## src/rtl/ram_arb_pkg.sv

```systemverilog
// Shared sizes and FSM state type for the two-port RAM arbiter.
package ram_arb_pkg;

  localparam int unsigned ADDR_W = 5;
  localparam int unsigned DATA_W = 4;
  localparam int unsigned DEPTH  = 32;

  localparam logic [ADDR_W-1:0] LAST_ADDR = ADDR_W'(DEPTH - 1);

  typedef enum logic [0:0] {CLEAR, RUN} state_e;

endpackage

```

## src/rtl/rr_arbiter2.sv

```systemverilog
// Two-way round-robin arbiter: lone requester wins, on conflict the one not
// granted most recently wins. Grant is combinational, pointer moves on grant only.
module rr_arbiter2 (
  input  logic       clock,
  input  logic       reset,
  input  logic [1:0] req,
  output logic [1:0] gnt
);

  // 1 = requester 1 (B) was granted last, so requester 0 (A) wins the next conflict
  logic last_q, last_d;

  always_comb begin
    gnt = 2'b00;
    unique case (req)
      2'b01:   gnt = 2'b01;
      2'b10:   gnt = 2'b10;
      2'b11:   gnt = last_q ? 2'b01 : 2'b10;
      default: gnt = 2'b00;
    endcase

    last_d = last_q;
    if (gnt[0]) begin
      last_d = 1'b0;
    end else if (gnt[1]) begin
      last_d = 1'b1;
    end
  end

  always_ff @(posedge clock) begin
    if (reset) begin
      last_q <= 1'b1;
    end else begin
      last_q <= last_d;
    end
  end

endmodule

```

## src/rtl/ram32x4_arbiter.sv

```systemverilog
// Arbitrates two requesters onto a 32x4 synchronous RAM. Defining RAM_CLEAR_EN
// adds a post-reset CLEAR phase that zeroes every word before normal operation.
module ram32x4_arbiter
  import ram_arb_pkg::*;
(
  input  logic              clock,
  input  logic              reset,

  input  logic              req_a,
  input  logic              we_a,
  input  logic [ADDR_W-1:0] addr_a,
  input  logic [DATA_W-1:0] wdata_a,
  output logic              gnt_a,
  output logic              rvalid_a,
  output logic [DATA_W-1:0] rdata_a,

  input  logic              req_b,
  input  logic              we_b,
  input  logic [ADDR_W-1:0] addr_b,
  input  logic [DATA_W-1:0] wdata_b,
  output logic              gnt_b,
  output logic              rvalid_b,
  output logic [DATA_W-1:0] rdata_b,

  output logic [ADDR_W-1:0] ram_address,
  output logic [DATA_W-1:0] ram_data,
  output logic              ram_wren,
  input  logic [DATA_W-1:0] ram_q,

  output logic              busy
);

  logic run;

`ifdef RAM_CLEAR_EN
  state_e            state_q, state_d;
  logic [ADDR_W-1:0] clr_addr_q, clr_addr_d;

  // Counter parks at the last address instead of wrapping.
  always_comb begin
    state_d    = state_q;
    clr_addr_d = clr_addr_q;
    if (state_q == CLEAR) begin
      if (clr_addr_q == LAST_ADDR) begin
        state_d = RUN;
      end else begin
        clr_addr_d = clr_addr_q + ADDR_W'(1);
      end
    end
  end

  always_ff @(posedge clock) begin
    if (reset) begin
      state_q    <= CLEAR;
      clr_addr_q <= '0;
    end else begin
      state_q    <= state_d;
      clr_addr_q <= clr_addr_d;
    end
  end

  assign run  = (state_q == RUN);
  assign busy = reset | (state_q == CLEAR);
`else
  assign run  = 1'b1;
  assign busy = 1'b0;
`endif

  logic [1:0] arb_req, arb_gnt;

  assign arb_req = (run && !reset) ? {req_b, req_a} : 2'b00;

  rr_arbiter2 u_rr_arbiter2 (
    .clock (clock),
    .reset (reset),
    .req   (arb_req),
    .gnt   (arb_gnt)
  );

  logic [ADDR_W-1:0] addr_q, addr_d;
  logic              rvalid_a_q, rvalid_a_d, rvalid_b_q, rvalid_b_d;
  logic [DATA_W-1:0] rdata_a_q, rdata_a_d, rdata_b_q, rdata_b_d;

  // Reset is synchronous, but outputs are forced to their reset values while it
  // is held so a pending rvalid is dropped in the very cycle reset appears.
  always_comb begin
    gnt_a       = arb_gnt[0];
    gnt_b       = arb_gnt[1];
    ram_address = addr_q;
    ram_data    = '0;
    ram_wren    = 1'b0;

    if (reset) begin
      ram_address = '0;
`ifdef RAM_CLEAR_EN
    end else if (state_q == CLEAR) begin
      ram_address = clr_addr_q;
      ram_wren    = 1'b1;
`endif
    end else if (arb_gnt[0]) begin
      ram_address = addr_a;
      ram_data    = wdata_a;
      ram_wren    = we_a;
    end else if (arb_gnt[1]) begin
      ram_address = addr_b;
      ram_data    = wdata_b;
      ram_wren    = we_b;
    end
    addr_d = ram_address;

    rvalid_a_d = arb_gnt[0] & ~we_a;
    rvalid_b_d = arb_gnt[1] & ~we_b;

    rvalid_a = rvalid_a_q & ~reset;
    rvalid_b = rvalid_b_q & ~reset;
    rdata_a  = reset ? '0 : (rvalid_a_q ? ram_q : rdata_a_q);
    rdata_b  = reset ? '0 : (rvalid_b_q ? ram_q : rdata_b_q);

    rdata_a_d = rdata_a;
    rdata_b_d = rdata_b;
  end

  always_ff @(posedge clock) begin
    if (reset) begin
      addr_q     <= '0;
      rvalid_a_q <= 1'b0;
      rvalid_b_q <= 1'b0;
      rdata_a_q  <= '0;
      rdata_b_q  <= '0;
    end else begin
      addr_q     <= addr_d;
      rvalid_a_q <= rvalid_a_d;
      rvalid_b_q <= rvalid_b_d;
      rdata_a_q  <= rdata_a_d;
      rdata_b_q  <= rdata_b_d;
    end
  end

endmodule

```

## config.mk

```make
export PLATFORM = sky130hd
export DESIGN_NAME = ram32x4_arbiter
export DESIGN_NICKNAME = d
export VERILOG_FILES = /design/src/rtl/ram_arb_pkg.sv /design/src/rtl/rr_arbiter2.sv /design/src/rtl/ram32x4_arbiter.sv
export SDC_FILE = /design/constraint.sdc
export NUM_CORES = 1
export LEC_CHECK = 0
export CORE_AREA = 10 10 58 60
export CTS_CLUSTER_DIAMETER = 30
export DETAILED_ROUTE_END_ITERATION = 10
export DIE_AREA = 0 0 68 70
export GPL_ROUTABILITY_DRIVEN = 0
export GPL_TIMING_DRIVEN = 0
export PLACE_DENSITY = 0.8
export RECOVER_POWER = 50
export SLEW_MARGIN = 30
export SYNTH_ARGS = -nofsm -noshare
export SYNTH_HDL_FRONTEND = slang
export SYNTH_HIERARCHICAL = 1
export SYNTH_SLANG_ARGS = --single-unit
export TNS_END_PERCENT = 1
```

## constraint.sdc

```tcl
create_clock -name clock -period 5.45 [get_ports clock]
set_input_delay 1.09 -clock clock [delete_from_list [all_inputs] [get_ports clock]]
set_output_delay 1.09 -clock clock [all_outputs]
set_load 0.1 [all_outputs]
```

Word level (Yosys, flattened, before mapping)
Index checks and enable logic that the tools add are counted.
{"block": "word_totals", "register_bits": 16, "input_bits": 28, "wordCells": 35}
{"block": "op_classes", "eq_ne": 3, "muxes": 18, "bitwise": 7, "n_reduce_logical": 1}
{"operator": "2-to-1 mux 4 bit", "n": 7}
{"operator": "2-to-1 mux 5 bit", "n": 3}
{"operator": "one-hot mux 2 bit (3 select lines)", "n": 1}
{"operator": "2-to-1 mux 1 bit", "n": 5}
{"operator": "AND 1 bit", "n": 4}
{"operator": "== test 2 bit (second input constant)", "n": 2}
{"operator": "2-to-1 mux 2 bit", "n": 2}
{"operator": "inverter 1 bit", "n": 3}
{"operator": "== test 2 x 1 -> 1 bit (second input constant)", "n": 1}
{"operator": "nonzero test 2 bit", "n": 1}

Longest topological paths before layout
Gate-level depths: netlist of the first run.
{"block": "logic_depth", "depth_word": 6, "depth_mapped": 7}

Cells and area by module
The synthesis of the first run kept the hierarchy.
{"module": "ram32x4_arbiter", "instances": 1, "cells_per_inst": 92, "area_per_inst_um2": 782.0, "seq_area_each_um2": 300.3}
{"module": "rr_arbiter2", "instances": 1, "cells_per_inst": 7, "area_per_inst_um2": 55.1, "seq_area_each_um2": 20.0}

Worst setup path after synthesis of the first run
No wires, ideal clock.
{"block": "synth_path", "kind": "input to output", "from": "in reset", "to": "out ram_address[0]", "arrival_time_ns": 6.494, "required_ns": 4.360, "slack_ns": -2.134, "cell_stages": 6, "path_cell_list": "buf_2 nor2b_1 a21boi_0 inv_1 buf_2 a211oi_1"}
{"block": "synth_via", "word_cells_on_any_way": 8, "classes_between": "eq/ne: 3; mux: 5"}
{"item": "from (decl)", "line": "ram32x4_arbiter.sv:7", "text": "input logic reset,"}
{"item": "2-to-1 mux 2 bit (*)", "line": "ram32x4_arbiter.sv:71", "text": "assign arb_req = (run && !reset) ? {req_b, req_a} : 2'b00;"}
{"item": "net arb_req[0]", "line": "ram32x4_arbiter.sv:69", "text": "logic [1:0] arb_req, arb_gnt;"}
{"item": "== test 2 bit or == test 2 x 1 -> 1 bit (tied branches)", "line": "rr_arbiter2.sv:15", "text": "unique case (req)"}
{"item": "one-hot mux 2 bit (3 select lines) (*)", "line": "rr_arbiter2.sv:15"}
{"item": "net gnt_a", "line": "ram32x4_arbiter.sv:13", "text": "output logic gnt_a,"}
{"item": "2-to-1 mux 5 bit (*)", "line": "ram32x4_arbiter.sv:100", "text": "end else if (arb_gnt[0]) begin"}
{"item": "2-to-1 mux 5 bit (*)", "line": "ram32x4_arbiter.sv:93", "text": "if (reset) begin"}
{"item": "to (decl)", "line": "ram32x4_arbiter.sv:25", "text": "output logic [ADDR_W-1:0] ram_address,"}
The timed path passes the listed nets; every way through them passes the cells marked *.

Final worst setup path of the first run
{"block": "layout_path", "from": "in reset", "to": "out ram_address[3]"}
{"block": "layout_via", "elab_chain_len": 6, "word_cells_on_any_way": 8, "classes_between": "eq/ne: 3; mux: 5"}
{"item": "2-to-1 mux 2 bit (*)", "line": "ram32x4_arbiter.sv:71"}
{"item": "net arb_req[0]", "line": "ram32x4_arbiter.sv:69"}
{"item": "== test 2 bit or == test 2 x 1 -> 1 bit (tied branches)", "line": "rr_arbiter2.sv:15"}
{"item": "one-hot mux 2 bit (3 select lines) (*)", "line": "rr_arbiter2.sv:15"}
{"item": "2-to-1 mux 5 bit", "line": "ram32x4_arbiter.sv:104", "text": "end else if (arb_gnt[1]) begin"}
{"item": "2-to-1 mux 5 bit (*)", "line": "ram32x4_arbiter.sv:100"}
{"item": "2-to-1 mux 5 bit (*)", "line": "ram32x4_arbiter.sv:93"}
Marks and branches as above.

==> results of run 1 <==
## area by class of cell
type,instances,area share
Timing Repair Buffer,49,0.344
Multi-Input combinational cell,71,0.336
Sequential cell,16,0.224
Buffer,10,0.0394
Tap cell,30,0.0263
Clock buffer,4,0.0254
Inverter,2,0.00526
## where the power goes
part | switching (W) | internal, W
registers | 0.00000152 | 0.000122
logic | 0.0000798 | 0.0000423
clock network | 0.0000410 | 0.0000407
## layer usage
layer  vias up  part of all wire  global-route usage
met2        31              0.51               0.187
met5         -                 0                   0
met4         0             0.011              0.0336
li1        436                 -                   -
met3         4              0.14              0.0813
met1       400              0.34              0.0982
## metrics by stage
stage	util	instance area, sq um
after floorplan	-	866
after global placement	0.595	1390
after detailed placement	0.595	1390
after CTS	0.611	1430
after global routing	0.610	1430
final	0.610	1430
## cells by family (layout without fill, tap and decap cells)
| group | count (synthesis) | count (layout) | share of synthesized area |
|---|---|---|---|
| and+or+nand+nor | 40 | 40 | 0.241 |
| AOI/OAI and AO/OA | 17 | 17 | 0.138 |
| DFF | 16 | 16 | 0.383 |
| muxes | 13 | 13 | 0.155 |
| buffers and inverters | 12 | 65 | 0.0792 |
| other | 1 | 1 | 0.00448 |
## worst max-delay path, delay by kind of cell
family | cells | cell delay (ps)
AND/OR/NAND/NOR | 1 | 160
AO/OA/AOI/OAI | 2 | 530
buffers and inverters | 5 | 2230
## sequential cells by signal (all words and copies together), names as in the netlist
name and count:
rvalid_a_q 1, rvalid_b_q 1, rdata_b_q 4, rdata_a_q 4
u_rr_arbiter2/last_q 1, addr_q 5
## placed cells by master, fill, tap and decap left out, types with 2 or more instances in the layout
cell and instances:
nor2b_1 9, mux2i_1 13, a211oi_1 5, nand3b_1 5
clkbuf_1 2, a211oi_2 5, clkdlybuf4s50_1 45, clkbuf_4 3
a21oi_1 5, dlygate4sd3_1 4, nand2_1 6, buf_2 6
inv_1 2, nor2_1 16, dfxtp_1 16
## worst paths after layout
check,start,endpoint,slack [ps],cells past startpoint
worst min register to register,rdata_a_q[1],rdata_a_q[1],500,2
worst max register to register,u_rr_arbiter2/last_q,addr_q[1],4160,5
worst min-delay path,rdata_a_q[1],rdata_a_q[1],500,2
worst max-delay path,reset,ram_address[3],360,8
## Yosys cell counts (all sizes together)
master / n
a21oi: 5
a211oi: 10
inv: 2
nor2b: 9
dfxtp: 16
mux2i: 13
nor3b: 1
nand2: 6
conb: 1
a21boi: 1
nor2: 16
and2: 1
nand3b: 5
or2: 1
a21o: 1
buf: 10
nor3: 1
==> results.cfg, run 1 <==
[clock_tree]
post-cts-setup-buffers = 0
cts_buffers = 3
cts_root_buf = clkbuf_4
clockBufferDepth = 2
hold_buffers = 0
htree_levels = 1
cts_tree = built
clock_latency_ps = 300
clkTransAtPathRegs_ps = 100
cts_sinks = 16
cts_resized = 0

[setup_path]
cpPeakStageDelay_ps = 1180
cp_common_cell = buf_2
worstSetupEndpointType = output port
path_max_fanout = 10
crit_chain = dlygate4sd3_1, buf_2, nor2b_1, a21boi_2, inv_1, buf_2, a211oi_2, clkdlybuf4s50_1
critPathSlowestCell = clkdlybuf4s50_1
critical_path_arrival_ps = 4000
path_class = in -> out
critPathLaunchType = primary input
worstPathRequired_ps = 4360

[cells_and_area]
area_growth_pct = 70.6
antenna_cells = 0
fill_cells = 205
register_area_sq_um = 320
multi_input_area_sq_um = 479
fin_nets = 181
layout-drive-gt1-share = 0.118
instances_no_fill = 182

[yosys]
yosysTopAreaCellShare = 0.383
synth_top_cell_by_area = dfxtp_1
syn_area_per_cell_sq_um = 8.46
syn_area_sq_um = 837
yosysWarnings = 6
ys_top_cells_by_area = dfxtp_1 38%, mux2i_1 16%, a211oi_1 9.0%, nor2_1 7.2%, nor2b_1 6.7%
ys_types = 19
syn_inst = 99
ys_ff_latch = 16
ys_seq_area_frac = 0.383
synth_nets = 127

[place]
dp_hpwl_mm = 2.10
numPortBuffers = 49
dp.cells = 178
place_ws_ps = 461

[sta]
fin_ws_ps = 358
rsz0062_at_grt = false
worst_pin_slew_ps = 998
slew_viol_final = 0
fin_crit_ps = 5090
fin_crit_sh = 0.934
skew_ps = 8.84
fmax_ghz = 0.196
tns_ps = 0
hold_ws_ps = 505
relSlewSlack = 0.332
hold_violations = 0
setup_violations = 0

[detailed_routing]
vias_per_cell = 4.79
avgRoutedWirePerCell_microns = 14.0
dr.pass1.iters = 4
ant_nets = 0
drc = 0
drt_iter0_markers = 31
dr_total_vias = 871
drt_wl_total_mm = 2.55

[power]
ir_worst_vdd_uv = 166
p_leak_nw = 0.531
p_total_w = 0.000327
power.density_mw_per_mm2 = 229

[global_route]
grt_pass1_wl_mm = 4.17
grt_pass1_vias = 942
grtUsageTotal = 0.110
antenna_found_initial = 0
grt_max_degree = 11
overflow = 0

[floorplanning]
io_pins = 51
die_y_microns = 70
rows = 18
fp.dieW_microns = 68
die_area_sq_mm = 0.00476
core-area_sq_mm = 0.00234
start_util = 0.357

[status]
status = finished, final reports clean

[worst_hold_path]
worstHoldPathType = reg -> reg

[flow_run]
cap_violations = 0
No activity file was read; power rests on OpenSTA's default activity.
==> inputs of run 2 (changes only) <==
--- a/config.mk
+++ b/config.mk
@@ -5,13 +5,14 @@
 export SDC_FILE = /design/constraint.sdc
 export NUM_CORES = 1
 export LEC_CHECK = 0
-export CORE_AREA = 10 10 58 60
+export ABC_CLOCK_PERIOD_IN_PS = 5450
+export CORE_AREA = 10 10 64 66
 export CTS_CLUSTER_DIAMETER = 30
 export DETAILED_ROUTE_END_ITERATION = 10
-export DIE_AREA = 0 0 68 70
+export DIE_AREA = 0 0 74 76
 export GPL_ROUTABILITY_DRIVEN = 0
 export GPL_TIMING_DRIVEN = 0
-export PLACE_DENSITY = 0.8
+export PLACE_DENSITY = 0.66
 export RECOVER_POWER = 50
 export SLEW_MARGIN = 30
 export SYNTH_ARGS = -nofsm -noshare
==> run 2 against run 1 <==
- non-clock buffer count stayed put
- clock skew grew 13 ps
- via count decreased by 0.57%
- first-iteration DRC count shrank 65%
- total power down 0.35%
- critical path type unchanged
==> results.cfg, run 2 (synthesized netlist as in run 1, its figures left out) <==
[cells_and_area]
layout_common_cells = 45 x clkdlybuf4s50_1, 16 x nor2_1, 16 x dfxtp_1
multi_input_area_sq_um = 479
layout_commonest_cell = clkdlybuf4s50_1
fin_nets = 181
register_area_sq_um = 320
layout-drive-gt1-share = 0.118
fill_cells = 295
area_growth_pct = 71.0
antenna_cells = 0
reg_top3 = addr_q x5, rdata_a_q x4, rdata_b_q x4
largest_register_ffs = 5
top_register = addr_q

[detailed_routing]
drc = 0
avgRoutedWirePerCell_microns = 14.2
vias_per_cell = 4.68
drt_iter0_markers = 11
drt_wl_total_mm = 2.63
dr.pass1.iters = 5
ant_nets = 0
dr_total_vias = 866

[floorplanning]
io_pins = 51
core-area_sq_mm = 0.00293
die_area_sq_mm = 0.00562
start_util = 0.286
fp.dieW_microns = 74
die_y_microns = 76
rows = 20

[status]
status = finished, final reports clean

[sta]
slew_viol_final = 0
relSlewSlack = 0.329
rsz0062_at_grt = false
worst_pin_slew_ps = 1000
fin_crit_sh = 0.939
fmax_ghz = 0.195
tns_ps = 0
setup_violations = 0
fin_crit_ps = 5120
hold_violations = 0
skew_ps = 22.2
hold_ws_ps = 496

[clock_tree]
cts_tree = built
cts_sinks = 16
cts_resized = 0
hold_buffers = 0
post-cts-setup-buffers = 0
clkTransAtPathRegs_ps = 80
clock_latency_ps = 300
htree_levels = 1
cts_root_buf = clkbuf_4
clockBufferDepth = 2
cts_buffers = 3

[global_route]
grtUsageTotal = 0.0932
grt_pass1_vias = 915
antenna_found_initial = 0
overflow = 0
grt_pass1_wl_mm = 4.26
grt_max_degree = 11

[setup_path]
path_max_fanout = 10
crit_chain = dlygate4sd3_1, buf_2, nor2b_1, and2_0, buf_6, mux2i_1, a211oi_2, clkdlybuf4s50_1
path_class = in -> out
critical_path_arrival_ps = 4030
worstPathRequired_ps = 4360
cpPeakStageDelay_ps = 1170
critPathSlowestCell = clkdlybuf4s50_1
critPathLaunchType = primary input
path_buf_inv = 4
critPathTopFamily = buffers and inverters
worstSetupEndpointType = output port

[power]
power.density_mw_per_mm2 = 228
p_leak_nw = 0.530
ir_worst_vdd_uv = 248

[place]
numPortBuffers = 49
dp_hpwl_mm = 2.15

[worst_hold_path]
worstHoldPathType = reg -> reg

[flow_run]
cap_violations = 0
==> run 2: where the power goes <==
group	internal [W]	switching [W]
clock	0.0000407	0.0000398
sequential	0.000122	0.00000143
combinational	0.0000422	0.0000800
==> run 2: area by class of cell <==
cell class	instances	area share
Buffer	10	0.0393
Multi-Input combinational cell	71	0.335
Sequential cell	16	0.224
Clock buffer	4	0.0253
Inverter	2	0.00524
Timing Repair Buffer	49	0.343
Tap cell	33	0.0288
==> run 2: per-stage QoR <==
step           std cells  area (sq um)  total power (W)  setup WS (ps)   util
2_1_floorplan         99           866         0.000210            162      -
3_3_place_gp         181          1400         0.000248            520  0.477
3_5_place_dp         181          1400         0.000250            458  0.477
4_1_cts              185          1430         0.000332            464  0.490
5_1_grt              185          1430         0.000342            186  0.489
6_report             185          1430         0.000326            333  0.489
==> run 2: worst paths after layout <==
| path | end | start | slack [ps] | depth (start not counted) |
|---|---|---|---|---|
| worst min register to register | rdata_b_q[2] | rdata_b_q[2] | 500 | 2 |
| worst min-delay path | rdata_b_q[2] | rdata_b_q[2] | 500 | 2 |
| worst max register to register | addr_q[2] | u_rr_arbiter2/last_q | 4100 | 5 |
| worst max-delay path | ram_address[3] | reset | 330 | 8 |
==> run 2: tightest hold or removal path, stage by stage (launching register included) <==
cell and delay (ps):
dfxtp_1 310, mux2i_1 70, nor2_1 80
==> run 2: routing by layer <==
metal,wire [microns],up-vias,share of wire,GRT usage
met4,23,0,0.0087,0.0280
met1,1030,385,0.39,0.0963
li1,-,439,-,-
met2,1200,38,0.46,0.142
met5,0,-,0,0
met3,375,4,0.14,0.0703
==> inputs of run 3 (changes only) <==
==> constraint.sdc (replaced) <==
create_clock -name clock -period 5.45 [get_ports clock]
set_input_delay 0.545 -clock clock [delete_from_list [all_inputs] [get_ports clock]]
set_output_delay 0.545 -clock clock [all_outputs]
set_load 0.1 [all_outputs]
==> run 3 against run 2 <==
- hold slack lost 1.8 ps
- clock power shrank 25%
- total power shrank 7.3%
- critical path type unchanged
==> results.cfg, run 3 (synthesized netlist as in run 1, its figures left out) <==
[status]
status = finished, final reports clean

[sta]
skew_ps = 0.316
tns_ps = 0
fin_crit_ps = 4530
relSlewSlack = 0.331
fmax_ghz = 0.221
worst_pin_slew_ps = 1000
hold_ws_ps = 494
rsz0062_at_grt = false
setup_violations = 0
fin_crit_sh = 0.831
hold_violations = 0
slew_viol_final = 0

[detailed_routing]
drt_wl_total_mm = 2.60
avgRoutedWirePerCell_microns = 14.1
dr.pass1.iters = 4
ant_nets = 0
vias_per_cell = 4.76
drt_iter0_markers = 20
drc = 0
dr_total_vias = 876

[cells_and_area]
layout-drive-gt1-share = 0.0596
layout_commonest_cell = clkdlybuf4s50_1
area_growth_pct = 64.9
top_register = addr_q
antenna_cells = 0
largest_register_ffs = 5
layout_common_cells = 45 x clkdlybuf4s50_1, 16 x nor2_1, 16 x dfxtp_1
fin_nets = 181
instances_no_fill = 184
reg_top3 = addr_q x5, rdata_a_q x4, rdata_b_q x4

[worst_hold_path]
worstHoldPathType = reg -> reg

[clock_tree]
cts_buffers = 3
cts_sinks = 16
htree_levels = 1
hold_buffers = 0
clock_latency_ps = 280
clkTransAtPathRegs_ps = 90
cts_tree = built
cts_resized = 0
clockBufferDepth = 2
post-cts-setup-buffers = 0
cts_root_buf = clkbuf_4

[power]
p_leak_nw = 0.508
ir_worst_vdd_uv = 115
p_total_w = 0.000302
power.density_mw_per_mm2 = 219

[floorplanning]
io_pins = 51
fp.dieW_microns = 74
die_y_microns = 76
die_area_sq_mm = 0.00562
core-area_sq_mm = 0.00293
rows = 20
start_util = 0.286

[setup_path]
critPathTopFamily = buffers and inverters
crit_chain = dlygate4sd3_1, clkbuf_1, nor2b_1, a21boi_0, inv_1, buf_2, a211oi_1, clkdlybuf4s50_1
critPathLaunchType = primary input
path_class = in -> out
path_buf_inv = 5
cpPeakStageDelay_ps = 1180
critPathSlowestCell = clkdlybuf4s50_1
worstPathRequired_ps = 4910
worstSetupEndpointType = output port
path_max_fanout = 10
critical_path_arrival_ps = 3980

[global_route]
grtUsageTotal = 0.0917
antenna_found_initial = 0
grt_pass1_vias = 921
overflow = 0
grt_max_degree = 11
grt_pass1_wl_mm = 4.25

[place]
numPortBuffers = 49
dp.cells = 181

[flow_run]
cap_violations = 0
## run 3: area by class of cell
type	instances	area (sq um)
timing repair buffer	49	490
clock buffer	3	22.5
fill	290	1550
buffer	10	47.5
multi-input combinational	71	450
sequential	16	320
tap	33	41.3
inverter	2	7.51
## run 3: report_power, final
part           internal, W  switching, W
Combinational    0.0000402     0.0000783
Sequential        0.000122    0.00000158
Clock            0.0000256     0.0000348
## run 3: worst register-to-register path, stage by stage, from the launching register on
cell,delay [ps]
dfxtp_1,350
inv_1,40
a21boi_0,630
inv_1,130
buf_2,230
a211oi_1,220
## run 3: worst paths after layout
| kind | start | endpoint | slack [ps] | cells past startpoint |
|---|---|---|---|---|
| setup / recovery | reset | ram_address[3] | 920 | 8 |
| hold / removal | rdata_a_q[2] | rdata_a_q[2] | 490 | 2 |
| setup reg to reg | u_rr_arbiter2/last_q | addr_q[2] | 3780 | 5 |
| hold reg to reg | rdata_a_q[2] | rdata_a_q[2] | 490 | 2 |
## run 3: metrics by stage
step                      setup WS [ps]  area (sq um)   util
after floorplan                    -163           837      -
after global placement             1400          1370  0.468
after detailed placement           1350          1370  0.468
after CTS                          1340          1390  0.475
after global routing                610          1380  0.471
final                               922          1380  0.471
## run 3: per-layer routing
layer | wire (microns) | vias up | global-route usage
met5 | 0 | - | 0
met4 | 19 | 0 | 0.0336
met3 | 398 | 2 | 0.0664
met2 | 1240 | 31 | 0.142
met1 | 949 | 407 | 0.0919
li1 | - | 436 | -
